## config.mk

```make
export PLATFORM = sky130hd
export DESIGN_NAME = lmfe_median_sorter
export DESIGN_NICKNAME = d
export VERILOG_FILES = /design/src/rtl/lmfe_pkg.sv /design/src/rtl/lmfe_sort_cell.sv /design/src/rtl/lmfe_median_sorter.sv
export SDC_FILE = /design/constraint.sdc
export NUM_CORES = 2
export LEC_CHECK = 0
export CORE_MARGIN = 2
export CORE_UTILIZATION = 65
export DETAILED_ROUTE_END_ITERATION = 10
export PLACE_DENSITY = 0.82
export SETUP_SLACK_MARGIN = 0.1
export SYNTH_ARGS = -nofsm -noshare
export SYNTH_HDL_FRONTEND = slang
export SYNTH_SLANG_ARGS = --single-unit
```

## constraint.sdc

```tcl
create_clock -name clk -period 17.6 [get_ports clk]
set_input_delay 1.76 -clock clk [delete_from_list [all_inputs] [get_ports clk]]
set_output_delay 1.76 -clock clk [all_outputs]
set_load 0.02 [all_outputs]
```

## src/rtl/lmfe_pkg.sv

```systemverilog
// Shared LMFE constants used by the controller and the median sorter.
//   DW    : pixel width in bits
//   NUM   : window element count (7x7 window)
//   MID   : median slot index, derived from NUM
//   CW    : occupancy counter width, 2**CW > NUM
//   SE_ON : asserted level of the active-low sort enable
package lmfe_pkg;

    localparam int unsigned DW  = 8;
    localparam int unsigned NUM = 49;
    localparam int unsigned MID = (NUM - 1) / 2;
    localparam int unsigned CW  = 6;

    localparam logic SE_ON = 1'b0;

endpackage : lmfe_pkg

```

## src/rtl/lmfe_sort_cell.sv

```systemverilog
// One slot of the parallel sorted list: picks the slot's next value from
// its lower neighbour, itself, its upper neighbour or the inserted pixel.
//   i_prev / i_self / i_next : slots i-1, i, i+1 (ends tied off by parent)
//   i_ins                    : value being inserted
//   i_gt_prev/self/next      : ins_gt flags (slot > INS) of i-1, i, i+1
//   i_dp_prev / i_dp_self    : del_pos flags (at or above the removed slot)
//   o_next_c                 : combinational next value for slot i
module lmfe_sort_cell
    import lmfe_pkg::*;
#(
    parameter int unsigned W = DW
) (
    input  logic [W-1:0] i_prev,
    input  logic [W-1:0] i_self,
    input  logic [W-1:0] i_next,
    input  logic [W-1:0] i_ins,
    input  logic         i_gt_prev,
    input  logic         i_gt_self,
    input  logic         i_gt_next,
    input  logic         i_dp_prev,
    input  logic         i_dp_self,
    output logic [W-1:0] o_next_c
);

    logic         w_gt_here;
    logic         w_gt_below;
    logic [W-1:0] w_keep;
    logic [W-1:0] w_shift;

    // Once at or above the deleted slot, the list with the deletion applied
    // is the old list read one slot higher; the insert then works on that view.
    always_comb begin
        w_gt_here  = i_gt_self;
        w_gt_below = i_gt_prev;
        w_keep     = i_self;
        w_shift    = i_prev;
        if (i_dp_self) begin
            w_gt_here  = i_gt_next;
            w_keep     = i_next;
            // At exactly the deleted slot the lower view element is i-1 itself.
            w_gt_below = i_dp_prev ? i_gt_self : i_gt_prev;
            w_shift    = i_dp_prev ? i_self    : i_prev;
        end
    end

    // Element below INS stays, first element above INS yields INS, the rest shift up.
    always_comb begin
        o_next_c = w_keep;
        if (w_gt_here) begin
            o_next_c = w_gt_below ? w_shift : i_ins;
        end
    end

endmodule : lmfe_sort_cell

```

## src/rtl/lmfe_median_sorter.sv

```systemverilog
// Median engine for the LMFE 7x7 window: keeps the window as an ascending
// sorted list and updates it in a single clock per SE==0 cycle (insert only
// while filling, delete-and-insert once full).
//   clk  : rising-edge clock
//   RST  : asynchronous active-high reset
//   SE   : active-low sort enable
//   INS  : pixel to insert
//   DEL  : pixel to remove (used only once the list is full)
//   MED  : median slot of the list (register)
//   FULL : list holds NUM entries (register)
//   ERR  : sticky, DEL was not found during a steady-state update
module lmfe_median_sorter #(
    parameter int unsigned DW  = lmfe_pkg::DW,
    parameter int unsigned NUM = lmfe_pkg::NUM,
    parameter int unsigned CW  = lmfe_pkg::CW
) (
    input  logic          clk,
    input  logic          RST,
    input  logic          SE,
    input  logic [DW-1:0] INS,
    input  logic [DW-1:0] DEL,
    output logic [DW-1:0] MED,
    output logic          FULL,
    output logic          ERR
);

    localparam int unsigned MID = (NUM - 1) / 2;

    logic [DW-1:0]  r_slot [NUM];
    logic [CW-1:0]  r_count;
    logic           r_full;
    logic           r_err;

    logic [DW-1:0]  w_next [NUM];
    logic [NUM-1:0] w_gt;
    logic [NUM-1:0] w_match;
    logic [NUM-1:0] w_dp;
    logic [NUM-1:0] w_wr;
    logic           w_upd;
    logic           w_absent;

    assign w_upd = (SE == lmfe_pkg::SE_ON);

    // Per-slot flags; empty slots during fill behave as +infinity.
    always_comb begin
        logic w_acc;
        w_gt    = '0;
        w_match = '0;
        w_dp    = '0;
        w_wr    = '0;
        w_acc   = 1'b0;
        for (int i = 0; i < int'(NUM); i++) begin
            if (r_full || (CW'(i) < r_count)) begin
                w_gt[i] = (r_slot[i] > INS);
            end else begin
                w_gt[i] = 1'b1;
            end
            w_match[i] = r_full && (r_slot[i] == DEL);
            w_acc      = w_acc | w_match[i];
            w_dp[i]    = w_acc;
            w_wr[i]    = r_full || (CW'(i) <= r_count);
        end
        // With no DEL copy present the top slot is the one dropped.
        w_dp[NUM-1] = r_full;
    end

    assign w_absent = r_full && !(|w_match);

    // One compare-and-select cell per slot.
    for (genvar g = 0; g < int'(NUM); g++) begin : g_cell
        logic [DW-1:0] w_sp;
        logic [DW-1:0] w_sn;
        logic          w_gp;
        logic          w_gn;
        logic          w_dpp;

        if (g == 0) begin : g_lo
            assign w_sp  = '0;
            assign w_gp  = 1'b0;
            assign w_dpp = 1'b0;
        end else begin : g_lo
            assign w_sp  = r_slot[g-1];
            assign w_gp  = w_gt[g-1];
            assign w_dpp = w_dp[g-1];
        end

        if (g == int'(NUM) - 1) begin : g_hi
            assign w_sn = '0;
            assign w_gn = 1'b1;
        end else begin : g_hi
            assign w_sn = r_slot[g+1];
            assign w_gn = w_gt[g+1];
        end

        lmfe_sort_cell #(
            .W (DW)
        ) u_cell (
            .i_prev    (w_sp),
            .i_self    (r_slot[g]),
            .i_next    (w_sn),
            .i_ins     (INS),
            .i_gt_prev (w_gp),
            .i_gt_self (w_gt[g]),
            .i_gt_next (w_gn),
            .i_dp_prev (w_dpp),
            .i_dp_self (w_dp[g]),
            .o_next_c  (w_next[g])
        );
    end

    // List, occupancy and status registers.
    always_ff @(posedge clk or posedge RST) begin
        if (RST) begin
            for (int i = 0; i < int'(NUM); i++) begin
                r_slot[i] <= '0;
            end
            r_count <= '0;
            r_full  <= 1'b0;
            r_err   <= 1'b0;
        end else if (w_upd) begin
            for (int i = 0; i < int'(NUM); i++) begin
                if (w_wr[i]) begin
                    r_slot[i] <= w_next[i];
                end
            end
            if (!r_full) begin
                r_count <= r_count + CW'(1);
            end
            if (r_count == CW'(NUM - 1)) begin
                r_full <= 1'b1;
            end
            if (w_absent) begin
                r_err <= 1'b1;
            end
        end
    end

    assign MED  = r_slot[MID];
    assign FULL = r_full;
    assign ERR  = r_err;

endmodule : lmfe_median_sorter

```

==> flow_metrics.env <==
export IMPL_dp_slack_ns=10.61
export IMPL_initial_utilization_pct=65.5
export IMPL_grt_usage_pct=45.2
export IMPL_yosysWarnings=0
export IMPL_crit_type="in -> reg"
export IMPL_syn_to_final_growth_pct=4.08
export IMPL_synth_ff_type="dfrtp_1"
export IMPL_hold_viol=0
export IMPL_numCtsBuffers=47
export IMPL_period_minus_slack_ns=6.71
export IMPL_cts_tree="done"
export IMPL_syn_area_per_cell_sq_um=8.58
export IMPL_synth_nets=5106
export IMPL_dr_pass1_iters=10
export IMPL_reg2reg_to="g_cell[39].w_sn[5]$_DFFE_PP0P_"
export IMPL_ios=29
export IMPL_wl_met1_microns=53200
export IMPL_postCtsSetupBuffers=0
export IMPL_post_cts_resized=0
export IMPL_path_max_fanout=39
export IMPL_whs_ns=0.573
export IMPL_crit_family="simple AND/OR/NAND/NOR gates"
export IMPL_nets=4982
export IMPL_antenna_left=0
export IMPL_drc=0
export IMPL_routed_top_layer="met5"
export IMPL_dp_hpwl_microns=95000
export IMPL_worstSetupStartpointType="primary input"
export IMPL_synth_async_reset_ratio_pct=100
export IMPL_drv_slew=0
export IMPL_p_leak_nw=17.2
export IMPL_relSlewSlack_pct=8.22
export IMPL_timing_rr_start="FULL$_DFFE_PP0P_"
export IMPL_portBuffers=28
export IMPL_peakVddDrop_v=0.000123
export IMPL_synth_yosys_seq_area_share_pct=24.9
export IMPL_wl_met3_microns=21200
export IMPL_cp_startpoint="DEL[3]"
export IMPL_ys_ff_latch=400
export IMPL_dieArea_sq_um=64000
export IMPL_fill_cells=4998
export IMPL_crit_slowest_cell="nand4_2"
export IMPL_maxCapViolations=0
export IMPL_setup_viol=0
export IMPL_critPathRequiredTime_ns=18.13
export IMPL_first_global_vias=39056
export IMPL_coreArea_sq_um=61500
export IMPL_path_depth=13
export IMPL_powerDensity_nw_per_um2=217
export IMPL_clock_path_buffers=3
export IMPL_holdCritPathClass="reg -> reg"
export IMPL_wirelength_microns=147000
export IMPL_tns_ns=0
export IMPL_crit_path_end="g_cell[39].w_sn[5]$_DFFE_PP0P_"
export IMPL_fin_ws_ns=10.89
export IMPL_grt_remaining_overflow=0
export IMPL_cts_root_buf="clkbuf_16"
export IMPL_grt_pass1_wl_microns=226000
export IMPL_grt_start_max_net_pins=158
export IMPL_final_setup_skew_ns=0.0379
export IMPL_tightest_slew_ns=1.37
export IMPL_crit_top_cell="buf_4"
export IMPL_ys_types=103
export IMPL_die_x_microns=253
export IMPL_wl_met2_microns=61100
export IMPL_cp_cell_sequence="buf_4, buf_4, xnor2_1, nand4_1, nor4_1, nor4_4, nand4_2, nor3_4, buf_4, and3_1, mux2_2, or2_1, o221ai_2"
export IMPL_cts_hold_buf=0
export IMPL_arrival_ns=7.24
export IMPL_worst_path_buf_inv=3
export IMPL_vias=40813
export IMPL_rows=91
export IMPL_critPathMaxStageDelay_ns=0.82
export IMPL_insertion_delay_ns=0.63
export IMPL_dieHeight_microns=253
export IMPL_r2r_slack_ns=12.38
export IMPL_rsz0062_at_grt="false"
export IMPL_drive_gt1_share_pct=7.76
export IMPL_drt_iter0_drc=5746
export IMPL_vias_per_cell=7.56
export IMPL_status="finished, final reports clean"
export IMPL_finalCritPeriodShare_pct=38.1
export IMPL_cts_sinks=400
export IMPL_htree_levels=2
export IMPL_syn_inst=4692
export IMPL_wl_per_cell_microns=27.3
export IMPL_max_freq_ghz=0.149
export IMPL_ff2ff_path_depth=10
export IMPL_synth_edff_count=0
export IMPL_antenna_found_initial=5
export IMPL_gp_congestion=1.04
export IMPL_worstSetupEndpointType="flop"
export IMPL_netlist_area_sq_um=40300
export IMPL_clk_pin_slew_ns=0.06
export IMPL_post_route_util_pct=68.2
[cells by family after synthesis]
family	count (synthesis)	synth area share, %
DFF	400	24.9
AOI/OAI and AO/OA	1666	27.2
and+or+nand+nor	1201	15.4
muxes	249	6.58
buffers and inverters	384	5.06
xor gates and xnor gates	397	8.63
adders and majority gates	395	12.3
[synthesized netlist by cell type, types with 72 or more instances]
master | n | area share [%]
nand4_1 | 111 | 1.7
nand3_1 | 119 | 1.5
o22ai_1 | 250 | 3.9
xnor2_1 | 263 | 5.7
nand2_1 | 233 | 2.2
dfrtp_1 | 400 | 25
o21a_1 | 91 | 1.7
xor2_1 | 134 | 2.9
clkbuf_1 | 131 | 1.2
inv_1 | 123 | 1.1
mux2i_1 | 143 | 3.6
nor2_1 | 283 | 2.6
o21ai_0 | 247 | 3.1
ha_1 | 395 | 12
nor2b_1 | 78 | 1.2
nor3_1 | 72 | 0.89
a21oi_1 | 452 | 5.6
mux2_2 | 101 | 2.8
[cell usage in the layout (no fill, tap or decap), types with 51 or more instances in the layout]
cell type  count
a21oi_1      451
dfrtp_1      399
ha_1         395
nor2_1       282
xnor2_1      263
o22ai_1      250
o21ai_0      247
nand2_1      233
mux2i_1      143
xor2_1       134
inv_1        121
nand3_1      119
nand4_1      111
mux2_2       101
o21a_1        91
nor2b_1       78
nor3_1        72
a21o_1        65
o22a_1        64
o221ai_1      59
buf_4         59
nand2b_1      58
a22oi_1       52
and3_1        51
[flip-flops by register name (all words and copies together) (netlist names)]
signal and cells:
ERR 1, FULL 1, MED 8, g_cell.w_sn 360
g_cell.w_sp 24, r_count 6
[stage by stage]
| step | instances | power, mW | instance area [sq um] |
|---|---|---|---|
| finish | 5396 | 9.08 | 41900 |
| global route | 5393 | 9.67 | 41900 |
| CTS | 5393 | 8.84 | 41900 |
| detailed placement | 5309 | 7.80 | 40400 |
| global placement | 5309 | 7.62 | 40400 |
| floorplan | 4692 | 6.41 | 40300 |
[final cells by class]
| cell class | count | area (sq um) | share of cell area, % |
|---|---|---|---|
| multi-input cells | 3908 | 28200 | 67.4 |
| flip-flops and latches | 400 | 10000 | 23.9 |
| clock buffers | 66 | 1330 | 3.17 |
| well taps | 790 | 988 | 2.36 |
| repair buffers | 78 | 608 | 1.45 |
| inverters | 133 | 515 | 1.23 |
| clock inverters | 18 | 213 | 0.507 |
| diodes | 3 | 7.51 | 0.0179 |
[routing by layer]
layer | up-vias | track usage [%]
met1 | 18962 | 56.0
li1 | 17676 | -
met2 | 3160 | 67.0
met5 | - | 0
met3 | 1009 | 14.6
met4 | 6 | 30.2
[where the power goes]
group,switching (mW),internal [mW]
Combinational,3.15,2.41
Sequential,1.10,1.38
Clock,0.436,0.585
Total,4.69,4.38
[worst min-delay path by stage]
stage	from	endpoint	slack, ns	cells after the start
after floorplan	g_cell[1].w_sp[0]$_DFFE_PP0P_	g_cell[1].w_sp[0]$_DFFE_PP0P_	0.52	1
after global placement	g_cell[1].w_sp[0]$_DFFE_PP0P_	g_cell[1].w_sp[0]$_DFFE_PP0P_	0.55	1
after detailed placement	g_cell[1].w_sp[0]$_DFFE_PP0P_	g_cell[1].w_sp[0]$_DFFE_PP0P_	0.56	1
after CTS	g_cell[1].w_sp[0]$_DFFE_PP0P_	g_cell[1].w_sp[0]$_DFFE_PP0P_	0.57	1
after global routing	g_cell[1].w_sp[0]$_DFFE_PP0P_	g_cell[1].w_sp[0]$_DFFE_PP0P_	0.60	1
final	g_cell[1].w_sp[0]$_DFFE_PP0P_	g_cell[1].w_sp[0]$_DFFE_PP0P_	0.57	1
Note: power is estimated with default switching activity, not from simulation.
